[config.mk]
export PLATFORM = sky130hd
export DESIGN_NAME = sb_fake_pulse_gen
export DESIGN_NICKNAME = d
export VERILOG_FILES = /design/src/rtl/sb_fake_pulse_gen_pkg.sv /design/src/rtl/sb_fake_pulse_chan.sv /design/src/rtl/sb_fake_pulse_gen.sv
export SDC_FILE = /design/constraint.sdc
export NUM_CORES = 1
export LEC_CHECK = 0
export ABC_AREA = 1
export BUFFER_PORTS_ARGS = -buffer_cell sky130_fd_sc_hd__buf_2
export CAP_MARGIN = 20
export CORE_MARGIN = 8
export CORE_UTILIZATION = 25
export DETAILED_ROUTE_END_ITERATION = 8
export PLACE_DENSITY = 0.37
export SYNTH_ARGS = -nofsm -noshare
export SYNTH_HDL_FRONTEND = slang
export SYNTH_SLANG_ARGS = --single-unit
[constraint.sdc]
create_clock -name CLK120 -period 8.83 [get_ports CLK120]
set_clock_uncertainty 0.05 [all_clocks]
set_input_delay 1.766 -clock CLK120 [delete_from_list [all_inputs] [get_ports CLK120]]
set_output_delay 1.766 -clock CLK120 [all_outputs]
set_load 0.01 [all_outputs]
[src/rtl/sb_fake_pulse_gen_pkg.sv]
// Shared types and constants for the synthetic PMT/SSD pulse generator.
// Latency: n/a (types, constants and one pure helper function only).
// Backpressure: n/a.
package sb_fake_pulse_gen_pkg;

    localparam int FPG_WIDTH_BITS  = 4;
    localparam int FPG_OFFSET_BITS = 4;
    localparam int FPG_PERIOD_BITS = 24;

    // Longest decaying tail, in bins, after a channel's flat top.
    localparam int FPG_TAIL_MAX    = 8;

    typedef enum logic [1:0] {
        FPG_ST_IDLE  = 2'd0,
        FPG_ST_PULSE = 2'd1,
        FPG_ST_GAP   = 2'd2
    } fpg_state_t;

    // Number of non-zero tail bins for a given amplitude: the excess halves
    // each bin, so the tail lasts until amp >> j reaches zero, capped at
    // FPG_TAIL_MAX bins.
    function automatic logic [3:0] fpg_tail_len(input logic [15:0] amp);
        logic [3:0] len;
        len = 4'd0;
        for (int j = 1; j <= FPG_TAIL_MAX; j++) begin
            if ((amp >> j) != 16'd0) begin
                len = 4'(j);
            end
        end
        return len;
    endfunction

endpackage

[src/rtl/sb_fake_pulse_chan.sv]
// One synthetic ADC channel: window compare, saturating add, optional decay tail (FAKE_PULSE_DECAY_EN).
// Latency: one cycle from cnt/active to the registered sample.
// Backpressure: none; produces one sample every clock.
module sb_fake_pulse_chan
    import sb_fake_pulse_gen_pkg::*;
#(
    parameter int ADC_WIDTH   = 12,
    parameter int WIDTH_BITS  = 4,
    parameter int OFFSET_BITS = 4,
    parameter int CNT_BITS    = 6
) (
    input  logic                   clk,
    input  logic                   rst_n,
    input  logic                   active,
    input  logic                   en,
    input  logic [CNT_BITS-1:0]    cnt,
    input  logic [OFFSET_BITS-1:0] start_bin,
    input  logic [WIDTH_BITS-1:0]  width_m1,
    input  logic [ADC_WIDTH-1:0]   base,
    input  logic [ADC_WIDTH-1:0]   amp,
    output logic [ADC_WIDTH-1:0]   sample
);

    logic [CNT_BITS-1:0]  flat_start;
    logic [CNT_BITS-1:0]  flat_end;
    logic                 in_flat;
    logic [ADC_WIDTH-1:0] excess;
    logic [ADC_WIDTH:0]   sum;

    assign flat_start = CNT_BITS'(start_bin);
    assign flat_end   = flat_start + CNT_BITS'(width_m1);
    assign in_flat    = active && en && (cnt >= flat_start) && (cnt <= flat_end);

`ifdef FAKE_PULSE_DECAY_EN
    logic [CNT_BITS-1:0] tail_pos;
    logic                in_tail;

    assign tail_pos = cnt - flat_end;
    assign in_tail  = active && en && (cnt > flat_end) &&
                      (tail_pos <= CNT_BITS'(FPG_TAIL_MAX));

    // Flat top at full amplitude, then the excess halves every bin.
    always_comb begin
        excess = '0;
        if (in_flat) begin
            excess = amp;
        end else if (in_tail) begin
            excess = amp >> tail_pos;
        end
    end
`else
    // Flat top only; the channel drops straight back to baseline.
    always_comb begin
        excess = '0;
        if (in_flat) begin
            excess = amp;
        end
    end
`endif

    assign sum = {1'b0, base} + {1'b0, excess};

    // Output register, clamped to full scale instead of wrapping.
    always_ff @(posedge clk) begin
        if (!rst_n) begin
            sample <= '0;
        end else if (sum[ADC_WIDTH]) begin
            sample <= '1;
        end else begin
            sample <= sum[ADC_WIDTH-1:0];
        end
    end

endmodule

[src/rtl/sb_fake_pulse_gen.sv]
// Synthetic PMT/SSD rectangular pulse generator feeding the single-bin trigger; optional decay tail under FAKE_PULSE_DECAY_EN.
// Latency: START accepted at edge t gives the first WCD pulse bin at edge t+1, the SSD bin at t+1+SSD_OFFSET.
// Backpressure: none; START is ignored while BUSY or with ENABLE low, ENABLE low stops after the current pulse.
module sb_fake_pulse_gen
    import sb_fake_pulse_gen_pkg::*;
#(
    parameter int ADC_WIDTH   = 12,
    parameter int WIDTH_BITS  = FPG_WIDTH_BITS,
    parameter int OFFSET_BITS = FPG_OFFSET_BITS,
    parameter int PERIOD_BITS = FPG_PERIOD_BITS
) (
    input  logic                   CLK120,
    input  logic                   RESET_N,
    input  logic                   ENABLE,
    input  logic                   START,
    input  logic                   MODE,
    input  logic [3:0]             CHAN_MASK,
    input  logic [ADC_WIDTH-1:0]   BASELINE,
    input  logic [ADC_WIDTH-1:0]   AMP0,
    input  logic [ADC_WIDTH-1:0]   AMP1,
    input  logic [ADC_WIDTH-1:0]   AMP2,
    input  logic [ADC_WIDTH-1:0]   AMP_SSD,
    input  logic [WIDTH_BITS-1:0]  WIDTH_M1,
    input  logic [OFFSET_BITS-1:0] SSD_OFFSET,
    input  logic [PERIOD_BITS-1:0] PERIOD,
    output logic [ADC_WIDTH-1:0]   ADC0,
    output logic [ADC_WIDTH-1:0]   ADC1,
    output logic [ADC_WIDTH-1:0]   ADC2,
    output logic [ADC_WIDTH-1:0]   ADC_SSD,
    output logic                   BUSY,
    output logic                   DONE,
    output logic [31:0]            PULSE_COUNT
);

    // Pulse-bin counter must reach offset + width + longest tail.
    localparam int CNT_BITS = $clog2((1 << OFFSET_BITS) + (1 << WIDTH_BITS) + FPG_TAIL_MAX);

    fpg_state_t             state;
    logic [CNT_BITS-1:0]    cnt;
    logic [PERIOD_BITS-1:0] pcnt;

    // Configuration captured on the accepted START.
    logic                   mode_q;
    logic [3:0]             mask_q;
    logic [ADC_WIDTH-1:0]   base_q;
    logic [ADC_WIDTH-1:0]   amp_q [4];
    logic [WIDTH_BITS-1:0]  w_q;
    logic [OFFSET_BITS-1:0] off_q;
    logic [PERIOD_BITS-1:0] period_q;

    logic [CNT_BITS-1:0]    end_cnt;
    logic [PERIOD_BITS-1:0] min_period;
    logic [PERIOD_BITS-1:0] period_eff;
    logic [ADC_WIDTH-1:0]   chan_base;
    logic                   pulse_active;
    logic [ADC_WIDTH-1:0]   sample [4];

`ifdef FAKE_PULSE_DECAY_EN
    // Last pulse bin: the later of the SSD flat top and every active channel's tail.
    always_comb begin
        logic [CNT_BITS-1:0] cand;
        end_cnt = CNT_BITS'(off_q) + CNT_BITS'(w_q);
        for (int k = 0; k < 3; k++) begin
            cand = CNT_BITS'(w_q) + CNT_BITS'(fpg_tail_len(16'(amp_q[k])));
            if (mask_q[k] && (cand > end_cnt)) begin
                end_cnt = cand;
            end
        end
        cand = CNT_BITS'(off_q) + CNT_BITS'(w_q) + CNT_BITS'(fpg_tail_len(16'(amp_q[3])));
        if (mask_q[3] && (cand > end_cnt)) begin
            end_cnt = cand;
        end
    end
`else
    // Last pulse bin is the end of the SSD flat top, independent of the mask.
    assign end_cnt = CNT_BITS'(off_q) + CNT_BITS'(w_q);
`endif

    // At least one baseline bin separates consecutive pulses; PERIOD=0 lands here too.
    assign min_period   = PERIOD_BITS'(end_cnt) + PERIOD_BITS'(2);
    assign period_eff   = (period_q > min_period) ? period_q : min_period;

    // Baseline follows the live input while idle, the latched copy while running.
    assign chan_base    = (state == FPG_ST_IDLE) ? BASELINE : base_q;
    assign pulse_active = (state == FPG_ST_PULSE);

    // Control FSM: config latch, pulse/gap sequencing, BUSY/DONE/PULSE_COUNT.
    always_ff @(posedge CLK120) begin
        if (!RESET_N) begin
            state       <= FPG_ST_IDLE;
            cnt         <= '0;
            pcnt        <= '0;
            BUSY        <= 1'b0;
            DONE        <= 1'b0;
            PULSE_COUNT <= '0;
            mode_q      <= 1'b0;
            mask_q      <= '0;
            base_q      <= '0;
            w_q         <= '0;
            off_q       <= '0;
            period_q    <= '0;
            for (int k = 0; k < 4; k++) begin
                amp_q[k] <= '0;
            end
        end else begin
            DONE <= 1'b0;
            case (state)
                FPG_ST_IDLE: begin
                    if (START && ENABLE) begin
                        mode_q      <= MODE;
                        mask_q      <= CHAN_MASK;
                        base_q      <= BASELINE;
                        amp_q[0]    <= AMP0;
                        amp_q[1]    <= AMP1;
                        amp_q[2]    <= AMP2;
                        amp_q[3]    <= AMP_SSD;
                        w_q         <= WIDTH_M1;
                        off_q       <= SSD_OFFSET;
                        period_q    <= PERIOD;
                        state       <= FPG_ST_PULSE;
                        cnt         <= '0;
                        pcnt        <= '0;
                        BUSY        <= 1'b1;
                        PULSE_COUNT <= PULSE_COUNT + 32'd1;
                    end
                end
                FPG_ST_PULSE: begin
                    pcnt <= pcnt + PERIOD_BITS'(1);
                    if (cnt == end_cnt) begin
                        // A running pulse always completes; ENABLE only decides what follows.
                        if (!mode_q || !ENABLE) begin
                            state <= FPG_ST_IDLE;
                            BUSY  <= 1'b0;
                            DONE  <= 1'b1;
                        end else begin
                            state <= FPG_ST_GAP;
                        end
                    end else begin
                        cnt <= cnt + CNT_BITS'(1);
                    end
                end
                FPG_ST_GAP: begin
                    // Stopping wins over a period boundary in the same cycle.
                    if (!ENABLE) begin
                        state <= FPG_ST_IDLE;
                        BUSY  <= 1'b0;
                        DONE  <= 1'b1;
                    end else if (pcnt == period_eff - PERIOD_BITS'(1)) begin
                        state       <= FPG_ST_PULSE;
                        cnt         <= '0;
                        pcnt        <= '0;
                        PULSE_COUNT <= PULSE_COUNT + 32'd1;
                    end else begin
                        pcnt <= pcnt + PERIOD_BITS'(1);
                    end
                end
                default: begin
                    state <= FPG_ST_IDLE;
                    BUSY  <= 1'b0;
                end
            endcase
        end
    end

    // Three WCD shapers start at bin 0; the SSD shaper starts at SSD_OFFSET.
    for (genvar k = 0; k < 4; k++) begin : g_chan
        localparam bit IS_SSD = (k == 3);
        sb_fake_pulse_chan #(
            .ADC_WIDTH   (ADC_WIDTH),
            .WIDTH_BITS  (WIDTH_BITS),
            .OFFSET_BITS (OFFSET_BITS),
            .CNT_BITS    (CNT_BITS)
        ) u_chan (
            .clk       (CLK120),
            .rst_n     (RESET_N),
            .active    (pulse_active),
            .en        (mask_q[k]),
            .cnt       (cnt),
            .start_bin (IS_SSD ? off_q : {OFFSET_BITS{1'b0}}),
            .width_m1  (w_q),
            .base      (chan_base),
            .amp       (amp_q[k]),
            .sample    (sample[k])
        );
    end

    assign ADC0    = sample[0];
    assign ADC1    = sample[1];
    assign ADC2    = sample[2];
    assign ADC_SSD = sample[3];

endmodule

======== Word-level counts from Yosys, hierarchy flattened ========
Memory sizes are Yosys's and may differ from the RTL's.
Index checks and enable logic that the tools add are counted.
Widths: inputs -> output; s select.
storage, ports and cells
  flip-flop bits (word level) ............. 163
  bits in writable memories ............... 48
  bits of input ports ..................... 101
  output and inout port bits .............. 82
  logic and storage cells ................. 120
  memories ................................ 1
cells by class
  add/subtract/negate cells ............... 10
  magnitude comparators ................... 5
  equality and inequality tests ........... 12
  muxes and demuxes ....................... 47
  bitwise gates (word level) .............. 4
  reduce and logical (&&, ||, !) cells .... 25
memory list
  name   depth  width  read ports  clocked after memory_dff  write ports  RTL line                 source
  amp_q  4      12     4           0                         4            sb_fake_pulse_gen.sv:46  logic [ADC_WIDTH-1:0] amp_q [4];
operators by type and width
  kind                   number
  $mux 12                13
  $mux 24                4
  $mux 32                3
  $pmux 24 s3            1
  $pmux 32 s2            1
  $add 12x12->13         4
  $add 32x1->32 const B  1
  $add 24x1->24 const B  1
  $eq 24x24->1           1
  $gt 24x7->1            1
  $mux 6                 4
  $sub 24x1->24 const B  1
  $pmux 6 s3             1
  $logic_and 1x1->1      13
  $mux 1                 12
  $ne 2x2->1 const B     6
  $mux 2                 5
  $reduce_and 4->1       2
  $add 6x2->7 const B    1
  $add 6x1->6 const B    1
  $eq 6x6->1             1
  $ge 6x1->1 const B     1
  $ge 6x4->1             1
  $le 6x4->1             1
  18 further kinds       23

======== Longest topological paths before layout ========
Gate-level depths: netlist (run 1).
  depth after elaboration ................. 9
  gate-level depth with buffers ........... 36
  gate-level depth less buffers ........... 35

======== By module ========
A second synthesis (run 1) with hierarchy kept.
unflattened totals
  cell total of the unflattened synthesis .. 2275
  area, all modules ....................... 15548.7 um^2
modules (own cells, without submodules)
  module              instances  cells each  area an instance (um^2)  sequential area each (um^2)
  sb_fake_pulse_gen   1          1315        9317.7                   3743.6
  sb_fake_pulse_chan  4          240         1557.7                   240.2

======== Worst setup path before layout (run 1) ========
OpenSTA, ideal clock, no wires.
  path kind ............................... input -> register
  start ................................... in BASELINE[1]
  end ..................................... reg g_chan[1].u_chan.sample[11]
  setup time .............................. 115 ps
  arrival ................................. 4136 ps
  required time ........................... 8665 ps
  slack ................................... 4529 ps
  stages on the path ...................... 18
  path buffers ............................ 0
  cells stage by stage .................... inv_1 nand2_1 o21ai_0 inv_1 ha_1 nand3_1 nand2_1 inv_1 o21bai_1 a21oi_1 o21ai_0 a21oi_1 o21bai_1 a21oi_1 o21ai_0 xor2_1 o21ai_0 inv_1
on the way
  cells in the longest elaborated chain, start to end .. 3
RTL lines
  what                  RTL line                  source
  start, declared       sb_fake_pulse_gen.sv:18   input logic [ADC_WIDTH-1:0] BASELINE,
  $mux 12               sb_fake_pulse_gen.sv:84   assign chan_base = (state == FPG_ST_IDLE) ? BASELINE : base_q;
  $add 12x12->13        sb_fake_pulse_chan.sv:61  assign sum = {1'b0, base} + {1'b0, excess};
  $mux 12               sb_fake_pulse_chan.sv:67  end else if (sum[ADC_WIDTH]) begin
  end signal, assigned  sb_fake_pulse_chan.sv:70  sample <= sum[ADC_WIDTH-1:0];
  end, declared         sb_fake_pulse_chan.sv:21  output logic [ADC_WIDTH-1:0] sample
Every way passes these cells.
A chain may end at the register's enable or synchronous reset.

======== Worst setup path in the final report (run 1) ========
  start ................................... reg w_q[0]
  end ..................................... reg pcnt[1]
on the way
  cells in the longest elaborated chain, start to end .. 9
RTL lines
  what                    RTL line                  source
  start, declared         sb_fake_pulse_gen.sv:47   logic [WIDTH_BITS-1:0] w_q;
  start signal, assigned  sb_fake_pulse_gen.sv:99   w_q <= '0;
  start signal, assigned  sb_fake_pulse_gen.sv:117  w_q <= WIDTH_M1;
  $add 4x4->5 (*)         sb_fake_pulse_gen.sv:76   assign end_cnt = CNT_BITS'(off_q) + CNT_BITS'(w_q);
  $add 6x2->7 (*)         sb_fake_pulse_gen.sv:80   assign min_period = PERIOD_BITS'(end_cnt) + PERIOD_BITS'(2);
  $gt 24x7->1             sb_fake_pulse_gen.sv:81   assign period_eff = (period_q > min_period) ? period_q : min_period;
  $mux 24 (*)             sb_fake_pulse_gen.sv:81
  $sub 24x1->24 (*)       sb_fake_pulse_gen.sv:148  end else if (pcnt == period_eff - PERIOD_BITS'(1)) begin
  $eq 24x24->1 (*)        sb_fake_pulse_gen.sv:148
  $mux 24 (*)             sb_fake_pulse_gen.sv:148
  $mux 24 (*)             sb_fake_pulse_gen.sv:144  if (!ENABLE) begin
  $pmux 24 s3 (*)         sb_fake_pulse_gen.sv:107  case (state)
  end signal, assigned    sb_fake_pulse_gen.sv:128  pcnt <= pcnt + PERIOD_BITS'(1);
  end signal, assigned    sb_fake_pulse_gen.sv:154  pcnt <= pcnt + PERIOD_BITS'(1);
  end, declared           sb_fake_pulse_gen.sv:40   logic [PERIOD_BITS-1:0] pcnt;
Mark *: on every way between the ends. The rest lies on a longest branch, timed or not. The select of a mux whose other input is x is not followed.

==> out/metrics.csv, run 1 <==
stage;metric;value;unit
critical_path;R2R Path End;pcnt[1];
timing;setup TNS;0;ns
clocking;setup bufs post-CTS;0;
detailed_routing;drt total wl;43100;µm
clocking;Sink Count;211;
floorplan;Die W;244;µm
hold_path;hold endpoint;BUSY;
final_layout;post-layout util;30.4;%
synthesis;Ys Warns;0;
final_layout;most common cell after layout, fill and taps aside;nand2_1;
critical_path;Reg-to-Reg Start;w_q[0];
critical_path;slowest stage delay, CP;0.79;ns
clocking;CTS-repair resized insts;0;
clocking;Worst-Skew Late Latency;0.54;ns
pwr;total power;4.16;mW
synthesis;Syn Inst Count;1832;
timing;slew margin rel.;26.7;%
clocking;CTS Root Cell;clkbuf_16;
placement;GP Congestion;0.837;
synthesis;sequential area share after synthesis;36.2;%
final_layout;Fillers;5702;
clocking;TritonCTS buffer count;27;
detailed_routing;DRC violations left;0;
hold_path;hold path depth;2;
critical_path;crit-path most repeated cell;nand2_1;
critical_path;critical path arrival;6.44;ns
final_layout;commonest cells after routing, fill and taps aside;nand2_1, inv_1, nor2_1;
timing;Pins Over Slew Limit;0;
detailed_routing;Vias;12000;
grt;vias in the first global route;12300;
timing;f_max;164;MHz
critical_path;CP endpoint kind;flop;
final_layout;Area Overhead vs Synth;20.1;%
pwr;pwr dens;267;nW/µm²
detailed_routing;drt pass-1 iters;7;
placement;IO buf count;182;
grt;first-pass GRT wire length;68400;µm
floorplan;# IOs;183;
clocking;maximum root-to-sink buffer count;3;
synthesis;syn_area_per_cell;7.09;µm²
timing;final hold vios;0;
final_layout;Layout Nets;2184;
floorplan;Die Ht;244;µm
detailed_routing;post-detailed-route count of antenna-violating nets;0;
critical_path;critical path's slowest cell;nand2_1;
clocking;CTS tree;built;
synthesis;Synth cell types;43;
clocking;CTS Hold Bufs;0;
grt;GR Util All Layers;14.1;%
critical_path;Crit Path Class;flop to flop;
critical_path;R2R cell count;30;
critical_path;R2R Setup Slk;2.73;ns
timing;RSZ-0062 raised after global routing;false;
final_layout;ANT cells;0;
hold_path;worst hold start;BUSY;
floorplan;site row count;83;
pwr;leakage;7.28;nW
run_status;outcome;complete, no violations;
grt;largest net degree at the start of global routing;76;
critical_path;CP startpoint kind;flop;
floorplan;core outline area;51300;µm²
placement;Place WS;2.52;ns
critical_path;crit path max fanout;41;
floorplan;initial cell density of the core;25.3;%
timing;part of the cycle the worst path needs;69.1;%
final_layout;share of cells above drive strength 1;14.1;%
critical_path;Req. time, crit path;9.17;ns
detailed_routing;drt via density;4.44;
timing;Final setup viols;0;
synthesis;FF+latch count, synth;211;
synthesis;syn nets;2018;
hold_path;worst min path class;flop to flop;
clocking;clock-pin slew on the worst setup and hold paths;0.07;ns
grt;antenna violations before repair;2;
timing;Min Clock Period, post-route;6.10;ns
detailed_routing;DRT iter0 DRCs;570;
grt;total congestion overflow;0;
placement;detailed placement HPWL;32500;µm
timing;Least-Margin Pin Slew;1.09;ns
timing;setup slack after layout;2.73;ns
detailed_routing;WL per Instance;16.0;µm
clocking;Max H-tree Level;1;
run;max-cap violations;0;
synthesis;Cell Area, Synth;13000;µm²
floorplan;Die ar.;59500;µm²
pwr;Peak VDD IR;0.132;mV
cells in the mapped netlist, drive strengths merged:
cell type / number / area share [%]
a211oi: 1 / 0.096
a21boi: 1 / 0.058
a21oi: 144 / 5.5
a31oi: 12 / 0.58
a41oi: 1 / 0.067
and2: 2 / 0.096
and3: 2 / 0.096
buf: 12 / 0.54
clkbuf: 47 / 1.4
clkinv: 1 / 0.029
dfxtp: 163 / 25
edfxtp: 48 / 11
fa: 5 / 0.77
ha: 80 / 7.7
inv: 309 / 8.9
nand2: 322 / 9.6
nand3: 175 / 7.1
nand3b: 6 / 0.35
nand4: 25 / 1.2
nor2: 217 / 6.6
nor3: 28 / 1.1
nor3b: 2 / 0.12
nor4: 13 / 0.63
o211ai: 1 / 0.058
o21a: 3 / 0.17
o21ai: 104 / 4.0
o21bai: 6 / 0.35
o22ai: 3 / 0.14
o31ai: 1 / 0.058
or2: 9 / 0.43
xnor2: 23 / 1.6
xor2: 66 / 4.5
through the flow:
step / hold WS (ns) / area (µm²) / std cells
5_1_grt: 0.431 / 15600 / 2698
2_1_floorplan: 0.390 / 13000 / 1832
3_5_place_dp: 0.398 / 14600 / 2647
6_report: 0.401 / 15600 / 2698
4_1_cts: 0.408 / 15600 / 2696
3_3_place_gp: 0.392 / 14600 / 2647
layout make-up:
class,count,area [µm²],share of cell area [%]
flip-flops and latches,211,4700,30.2
clock buffers,37,796,5.10
multi-input cells,1252,6900,44.2
clock inverters,12,144,0.923
inverters,310,1160,7.47
well taps,680,851,5.46
repair buffers,196,1040,6.64
critical path: cells and delay by family, from the launching register on:
kind,cells,cell delay [ns]
flip-flops,1,0.33
adder cells (fa/ha/maj),4,1.37
buffers and inverters,1,0.09
AO/OA/AOI/OAI,2,0.17
AND/OR/NAND/NOR,23,3.93
worst max-delay path by stage:
stage / startpoint / end / slack [ns] / cells past startpoint
final: w_q[0] / pcnt[1] / 2.73 / 30
after detailed placement: w_q[0] / PULSE_COUNT[0] / 2.52 / 30
after CTS: w_q[0] / PULSE_COUNT[0] / 2.50 / 30
after global routing: w_q[0] / pcnt[16] / 1.91 / 30
after floorplan: BASELINE[1] / g_chan[1].u_chan.sample[11] / 4.53 / 18
after global placement: w_q[0] / PULSE_COUNT[5] / 2.65 / 30
state kept, by name, indices dropped and copies added, names as in the netlist:
signal                cells
w_q                       4
pcnt                     24
mode_q                    1
DONE                      1
BUSY                      1
base_q                   12
state                     2
off_q                     4
cnt                       6
mask_q                    4
g_chan.u_chan.sample     48
period_q                 24
PULSE_COUNT              32
amp_q                    48
routing by layer:
metal	up-vias	global-route usage [%]	routed length [µm]
met3	53	2.09	1580
met1	5477	17.9	19700
li1	6235	-	-
met2	211	25.2	21100
met5	-	0	13
met4	2	3.22	779
logic make-up (layout without fill, tap and decap cells):
logic type,Yosys count,after routing,synth area share (%)
compound gates,277,277,11.2
fa+ha+maj,85,85,8.48
simple gates,801,801,27.3
xor+xnor,89,89,6.00
buf+inv,369,555,10.9
flops,211,211,36.2
power by group:
part / switching (mW) / internal [mW] / total, mW
clock: 0.452 / 0.716 / 1.17
sequential: 0.0644 / 1.14 / 1.20
combinational: 1.24 / 0.549 / 1.79
Note: power is estimated with default switching activity, not from simulation.
==> inputs of run 2 (changes only) <==
Clock period 8.83 ns to 5.91 ns, I/O delays scaled along.
==> run 2 against run 1 <==
Net effect: clock power is 39% higher; utilization about the same; sequential share of layout area about the same; power rose by 48%; first-iteration DRC count decreased by 14%; non-clock buffer count increased by 10; critical path depth fell by 7; die area unchanged; combinational power up 53%; final cell count up 0.41%; count of clock-buffer cells in the layout is 11 higher; largest power group unchanged.
==> out/metrics.csv, run 2 (same netlist as run 1, synthesis figures left out) <==
stage;metric;value;unit;change
critical_path;Reg-to-Reg Start;w_q[0];;unchanged
clocking;CTS tree;built;;unchanged
clocking;Sink Count;211;;unchanged
critical_path;critical path's slowest cell;a21oi_1;;was nand2_1
floorplan;site row count;83;;unchanged
detailed_routing;Met1 Wirelength;19800;µm;was 19700 µm
detailed_routing;Vias;11900;;was 12.0k
final_layout;commonest cells after routing, fill and taps aside;nand2_1, inv_1, nor2_1;;unchanged
detailed_routing;DRC violations left;0;;unchanged
detailed_routing;met2 WL;20700;µm;was 21100 µm
detailed_routing;Top Metal Used;met4;;was met5
critical_path;Top delay family on crit path;compound AO/OA/AOI/OAI gates;;was simple AND/OR/NAND/NOR gates
timing;Final setup viols;0;;unchanged
clocking;CTS Root Cell;clkbuf_16;;unchanged
floorplan;Die ar.;59500;µm²;unchanged
grt;vias in the first global route;12500;;was 12.3k
critical_path;CP startpoint kind;flop;;unchanged
floorplan;Die W;244;µm;unchanged
critical_path;R2R Path End;g_chan[3].u_chan.sample[10];;was pcnt[1]
critical_path;crit path buf inv count;4;;was 1
floorplan;# IOs;183;;unchanged
critical_path;crit path max fanout;11;;was 41
timing;part of the cycle the worst path needs;89.3;%;was 69.1%
critical_path;CP endpoint kind;flop;;unchanged
placement;placed insts;2659;;was 2647
grt;GR Util All Layers;14.2;%;was 14.1%
pwr;Seq pwr share;29.1;%;was 28.9%
clocking;Worst-Skew Late Latency;0.57;ns;was 0.54 ns
final_layout;most common cell after layout, fill and taps aside;nand2_1;;unchanged
floorplan;initial cell density of the core;25.3;%;unchanged
timing;Least-Margin Pin Slew;1.04;ns;was 1.09 ns
final_layout;ANT cells;0;;unchanged
timing;setup slack after layout;0.635;ns;was 2.73 ns
critical_path;CP Cell Sequence;ha_1 > fa_1 > inv_1 > ha_1 > inv_1 > nor2_1 > o21ai_0 > o211ai_1 > nand2_1 > nand3_1 > nor2_1 > ha_1 > a21oi_1 > o21ai_0 > a21oi_1 > nor2_1 > o21a_1 > nor2_1 > o21ai_0 > a21oi_1 > inv_1 > o21ai_0 > inv_1;;
critical_path;critical path arrival;5.68;ns;was 6.44 ns
hold_path;hold path depth;2;;unchanged
run_status;outcome;complete, no violations;;unchanged
timing;final hold slack;0.403;ns;was 0.401 ns
timing;Min Clock Period, post-route;5.28;ns;was 6.10 ns
final_layout;Layout Nets;2195;;was 2184
placement;Place WS;0.561;ns;was 2.52 ns
final_layout;share of cells above drive strength 1;14.2;%;was 14.1%
pwr;pwr dens;395;nW/µm²;was 267 nW/µm²
final_layout;Non-Filler Instances;2709;;was 2698
critical_path;R2R cell count;23;;was 30
floorplan;Die Ht;244;µm;unchanged
detailed_routing;post-detailed-route count of antenna-violating nets;0;;unchanged
floorplan;core outline area;51300;µm²;unchanged
critical_path;slowest stage delay, CP;0.66;ns;was 0.79 ns
pwr;Switching Fraction;42.9;%;was 42.3%
detailed_routing;drt total wl;42900;µm;was 43100 µm
hold_path;hold endpoint;BUSY;;unchanged
grt;total congestion overflow;0;;unchanged
detailed_routing;WL per Instance;15.8;µm;was 16.0 µm
hold_path;worst hold start;BUSY;;unchanged
timing;f_max;190;MHz;was 164 MHz
clocking;TritonCTS buffer count;28;;was 27
critical_path;R2R Setup Slk;0.63;ns;was 2.73 ns
detailed_routing;drt via density;4.40;;was 4.44
grt;largest net degree at the start of global routing;54;;was 76
final_layout;post-layout util;30.4;%;about the same
clocking;Max H-tree Level;1;;unchanged
clocking;clock-pin slew on the worst setup and hold paths;0.06;ns;was 0.07 ns
detailed_routing;met3 WL;1350;µm;was 1580 µm
pwr;Clock power frac;26.5;%;was 28.1%
run;max-cap violations;0;;unchanged
pwr;combinational fraction of design power;44.4;%;was 43.1%
grt;first-pass GRT wire length;69100;µm;was 68400 µm
final_layout;Area Overhead vs Synth;20.1;%;about the same
hold_path;worst min path class;flop to flop;;unchanged
clocking;maximum root-to-sink buffer count;3;;unchanged
final_layout;Top Registers;amp_q x48, g_chan.u_chan.sample x48, PULSE_COUNT x32;;unchanged
critical_path;Crit Path Class;flop to flop;;unchanged
timing;Pins Over Slew Limit;0;;unchanged
timing;setup TNS;0;ns;unchanged
clocking;setup bufs post-CTS;0;;unchanged
detailed_routing;drt pass-1 iters;5;;was 7
timing;slew margin rel.;30.5;%;was 26.7%
detailed_routing;DRT iter0 DRCs;492;;was 570
placement;detailed placement HPWL;32600;µm;was 32500 µm
pwr;Peak VDD IR;0.192;mV;was 0.132 mV
timing;RSZ-0062 raised after global routing;false;;unchanged
grt;antenna violations before repair;0;;was 2
pwr;switching power;2.65;mW;was 1.76 mW
critical_path;Req. time, crit path;6.31;ns;was 9.17 ns
placement;GP Congestion;0.830;;was 0.837
final_layout;Fillers;5712;;was 5702
timing;final hold vios;0;;unchanged
pwr;internal power;3.52;mW;was 2.40 mW
pwr;leakage;7.30;nW;was 7.28 nW
placement;IO buf count;182;;unchanged
run 2: how the worst max path moves through the flow:
stage / from / end / slack, ns / cells after the start
finish: w_q[0] / g_chan[3].u_chan.sample[10] / 0.63 / 23
global route: w_q[0] / PULSE_COUNT[23] / 0.06 / 30
CTS: w_q[0] / PULSE_COUNT[19] / 0.51 / 30
detailed placement: w_q[0] / PULSE_COUNT[30] / 0.56 / 30
global placement: w_q[0] / PULSE_COUNT[27] / 0.68 / 30
floorplan: w_q[0] / cnt[0] / 1.62 / 31
run 2: final cells by class:
cell class / instances / area, µm² / area share (%)
Multi-Input combinational cell: 1252 / 6910 / 44.3
Sequential cell: 211 / 4700 / 30.2
Inverter: 310 / 1160 / 7.47
Timing Repair Buffer: 206 / 1090 / 7.02
Clock buffer: 48 / 857 / 5.49
Tap cell: 680 / 851 / 5.45
Clock inverter: 2 / 21.3 / 0.136
run 2: power groups by stage:
stage | clock (mW) | combinational [mW] | sequential (mW)
2_1_floorplan | 0 | 1.81 | 1.85
3_3_place_gp | 0 | 2.78 | 1.83
3_5_place_dp | 0 | 2.77 | 1.83
4_1_cts | 1.70 | 2.79 | 1.80
5_1_grt | 1.76 | 3.14 | 1.82
6_report | 1.63 | 2.74 | 1.80
run 2: per-layer routing:
layer / global-route usage, % / up-vias
li1: - / 6254
met1: 18.0 / 5420
met2: 25.1 / 203
met3: 2.10 / 55
met4: 3.49 / 0
met5: 0 / -
run 2: what timing repair did:
action | 4_1_cts | 5_1_grt
resized for setup | 0 | 2
hold buffers | 0 | 0
setup endpoints to repair | 0 | 32
run 2: through the flow:
stage                     power, mW  area (µm²)
after detailed placement       4.60       14700
after global placement         4.62       14700
after CTS                      6.30       15600
after floorplan                3.67       13000
after global routing           6.71       15600
final                          6.17       15600
run 2: tightest hold or removal path: stages (launching register included):
cell and delay [ns]:
dfxtp_1 0.31, inv_1 0.05, a21oi_1 0.05
==> inputs of run 3 (changes only) <==
Settings changed: CORE_ASPECT_RATIO from default to 0.9.
==> run 3 against run 2 <==
Net effect: critical path depth grew 7; utilization shrank 0.19 points; first-iteration DRC count shrank 2.0%; cell area shrank 0.25%; power shrank 0.40%; critical path type unchanged; critical endpoint is now PULSE_COUNT[6].
==> out/metrics.csv, run 3 (same netlist as run 1, synthesis figures left out) <==
stage;metric;value;unit;change
pwr;Peak VDD IR;0.200;mV;was 0.192 mV
clocking;CTS Root Cell;clkbuf_16;;unchanged
critical_path;critical path arrival;5.65;ns;was 5.68 ns
final_layout;share of cells above drive strength 1;14.2;%;about the same
clocking;Worst-Skew Late Latency;0.57;ns;about the same
detailed_routing;drt total wl;43200;µm;was 42900 µm
floorplan;Die ar.;59500;µm²;about the same
clocking;clock-pin slew on the worst setup and hold paths;0.05;ns;was 0.06 ns
clocking;Sink Count;211;;unchanged
clocking;Max H-tree Level;1;;unchanged
critical_path;R2R Setup Slk;0.69;ns;was 0.63 ns
timing;Final setup viols;0;;unchanged
floorplan;# IOs;183;;unchanged
critical_path;CP startpoint;w_q[0];;unchanged
final_layout;Area Overhead vs Synth;19.8;%;was 20.1%
detailed_routing;DRC violations left;0;;unchanged
final_layout;ANT cells;0;;unchanged
detailed_routing;WL per Instance;15.9;µm;was 15.8 µm
critical_path;crit path to;PULSE_COUNT[6];;was g_chan[3].u_chan.sample[10]
pwr;combinational fraction of design power;44.2;%;was 44.4%
floorplan;initial cell density of the core;25.2;%;was 25.3%
critical_path;R2R Path End;PULSE_COUNT[6];;was g_chan[3].u_chan.sample[10]
timing;setup TNS;0;ns;unchanged
grt;first-pass GRT wire length;68100;µm;was 69100 µm
grt;total congestion overflow;0;;unchanged
critical_path;Req. time, crit path;6.34;ns;was 6.31 ns
detailed_routing;Vias;11900;;about the same
final_layout;Top Registers;amp_q x48, g_chan.u_chan.sample x48, PULSE_COUNT x32;;unchanged
clocking;CTS tree;built;;unchanged
grt;met2 Use GR;24.5;%;was 25.1%
final_layout;most common cell after layout, fill and taps aside;nand2_1;;unchanged
placement;placed insts;2664;;was 2659
detailed_routing;DRT iter0 DRCs;482;;was 492
pwr;internal power;3.47;mW;was 3.52 mW
clocking;CTS-repair resized insts;0;;unchanged
timing;f_max;192;MHz;was 190 MHz
run;max-cap violations;0;;unchanged
pwr;Clock power frac;26.5;%;about the same
critical_path;Reg-to-Reg Start;w_q[0];;unchanged
timing;RSZ-0062 raised after global routing;false;;unchanged
grt;Top Usage Layer GRT;met2;;unchanged
hold_path;worst min path class;flop to flop;;unchanged
critical_path;R2R cell count;30;;was 23
grt;met3 Use GR;2.57;%;was 2.10%
final_layout;Non-Filler Instances;2712;;was 2709
critical_path;CP endpoint kind;flop;;unchanged
final_layout;Layout Nets;2192;;was 2195
placement;detailed placement HPWL;32400;µm;was 32600 µm
timing;final hold vios;0;;unchanged
floorplan;Die Ht;232;µm;was 244 µm
grt;antenna violations before repair;3;;was 0
clocking;TritonCTS buffer count;28;;unchanged
floorplan;Die W;256;µm;was 244 µm
clocking;maximum root-to-sink buffer count;3;;unchanged
critical_path;slowest stage delay, CP;0.58;ns;was 0.66 ns
clocking;CTS Hold Bufs;0;;unchanged
final_layout;commonest cells after routing, fill and taps aside;nand2_1, inv_1, nor2_1;;unchanged
timing;slew margin rel.;31.9;%;was 30.5%
run_status;outcome;complete, no violations;;unchanged
critical_path;critical path's slowest cell;fa_1;;was a21oi_1
timing;Pins Over Slew Limit;0;;unchanged
pwr;leakage;7.28;nW;was 7.30 nW
critical_path;crit path max fanout;32;;was 11
placement;GP Congestion;0.837;;was 0.830
placement;IO buf count;182;;unchanged
pwr;Switching Fraction;43.5;%;was 42.9%
grt;largest net degree at the start of global routing;60;;was 54
detailed_routing;drt via density;4.40;;about the same
timing;part of the cycle the worst path needs;88.3;%;was 89.3%
detailed_routing;post-detailed-route count of antenna-violating nets;0;;unchanged
detailed_routing;drt pass-1 iters;5;;unchanged
clocking;setup bufs post-CTS;0;;unchanged
grt;GR Util All Layers;14.2;%;about the same
pwr;Seq pwr share;29.3;%;was 29.1%
grt;vias in the first global route;12100;;was 12.5k
floorplan;core outline area;51500;µm²;was 51300 µm²
timing;Least-Margin Pin Slew;1.02;ns;was 1.04 ns
critical_path;Crit Path Class;flop to flop;;unchanged
pwr;switching power;2.67;mW;was 2.65 mW
critical_path;CP startpoint kind;flop;;unchanged
grt;met1 Use GR;18.1;%;was 18.0%
pwr;pwr dens;395;nW/µm²;about the same
timing;Min Clock Period, post-route;5.22;ns;was 5.28 ns
floorplan;site row count;79;;was 83
[run 3: per-stage QoR]
| step | hold slack, ns | util (%) | cell area, µm² | worst slack (ns) | power [mW] |
|---|---|---|---|---|---|
| after global placement | 0.394 | 28.5 | 14700 | 0.510 | 4.59 |
| after CTS | 0.402 | 30.2 | 15600 | 0.508 | 6.27 |
| after detailed placement | 0.393 | 28.5 | 14700 | 0.529 | 4.59 |
| after floorplan | 0.390 | - | 13000 | 1.62 | 3.67 |
| after global routing | 0.412 | 30.2 | 15600 | 0.121 | 6.65 |
| final | 0.395 | 30.2 | 15600 | 0.693 | 6.14 |
[run 3: final cells by class]
class | instances | area, µm²
Tap cell | 688 | 861
Clock inverter | 11 | 91.3
Sequential cell | 211 | 4700
Timing Repair Buffer | 203 | 1070
Inverter | 310 | 1160
Clock buffer | 37 | 764
Fill cell | 5710 | 35900
Multi-Input combinational cell | 1252 | 6900
[run 3: critical path: cells and delay by family, from the launching register on]
kind / cells / cell delay, ns
adder cells (fa/ha/maj): 4 / 1.35
flip-flops: 1 / 0.33
AO/OA/AOI/OAI: 2 / 0.25
buffers and inverters: 2 / 0.49
AND/OR/NAND/NOR: 22 / 2.63
[run 3: how the worst min path moves through the flow]
stage | from | to | slack [ns] | depth (start not counted)
4_1_cts | BUSY | BUSY | 0.40 | 2
5_1_grt | BUSY | BUSY | 0.41 | 2
3_5_place_dp | BUSY | BUSY | 0.39 | 2
6_report | BUSY | BUSY | 0.39 | 2
2_1_floorplan | base_q[1] | base_q[1] | 0.39 | 2
3_3_place_gp | BUSY | BUSY | 0.39 | 2
[run 3: per-layer routing]
layer  vias to the layer above  share of wire, %
met1                      5419                47
met3                        52               3.8
met5                         -                 0
met4                         0               2.2
met2                       193                47
li1                       6263                 -
[run 3: power groups by stage]
| stage | clock, mW | combinational [mW] | sequential (mW) |
|---|---|---|---|
| finish | 1.63 | 2.72 | 1.80 |
| global route | 1.75 | 3.08 | 1.82 |
| detailed placement | 0 | 2.76 | 1.83 |
| CTS | 1.69 | 2.77 | 1.80 |
| global placement | 0 | 2.76 | 1.83 |
| floorplan | 0 | 1.81 | 1.85 |
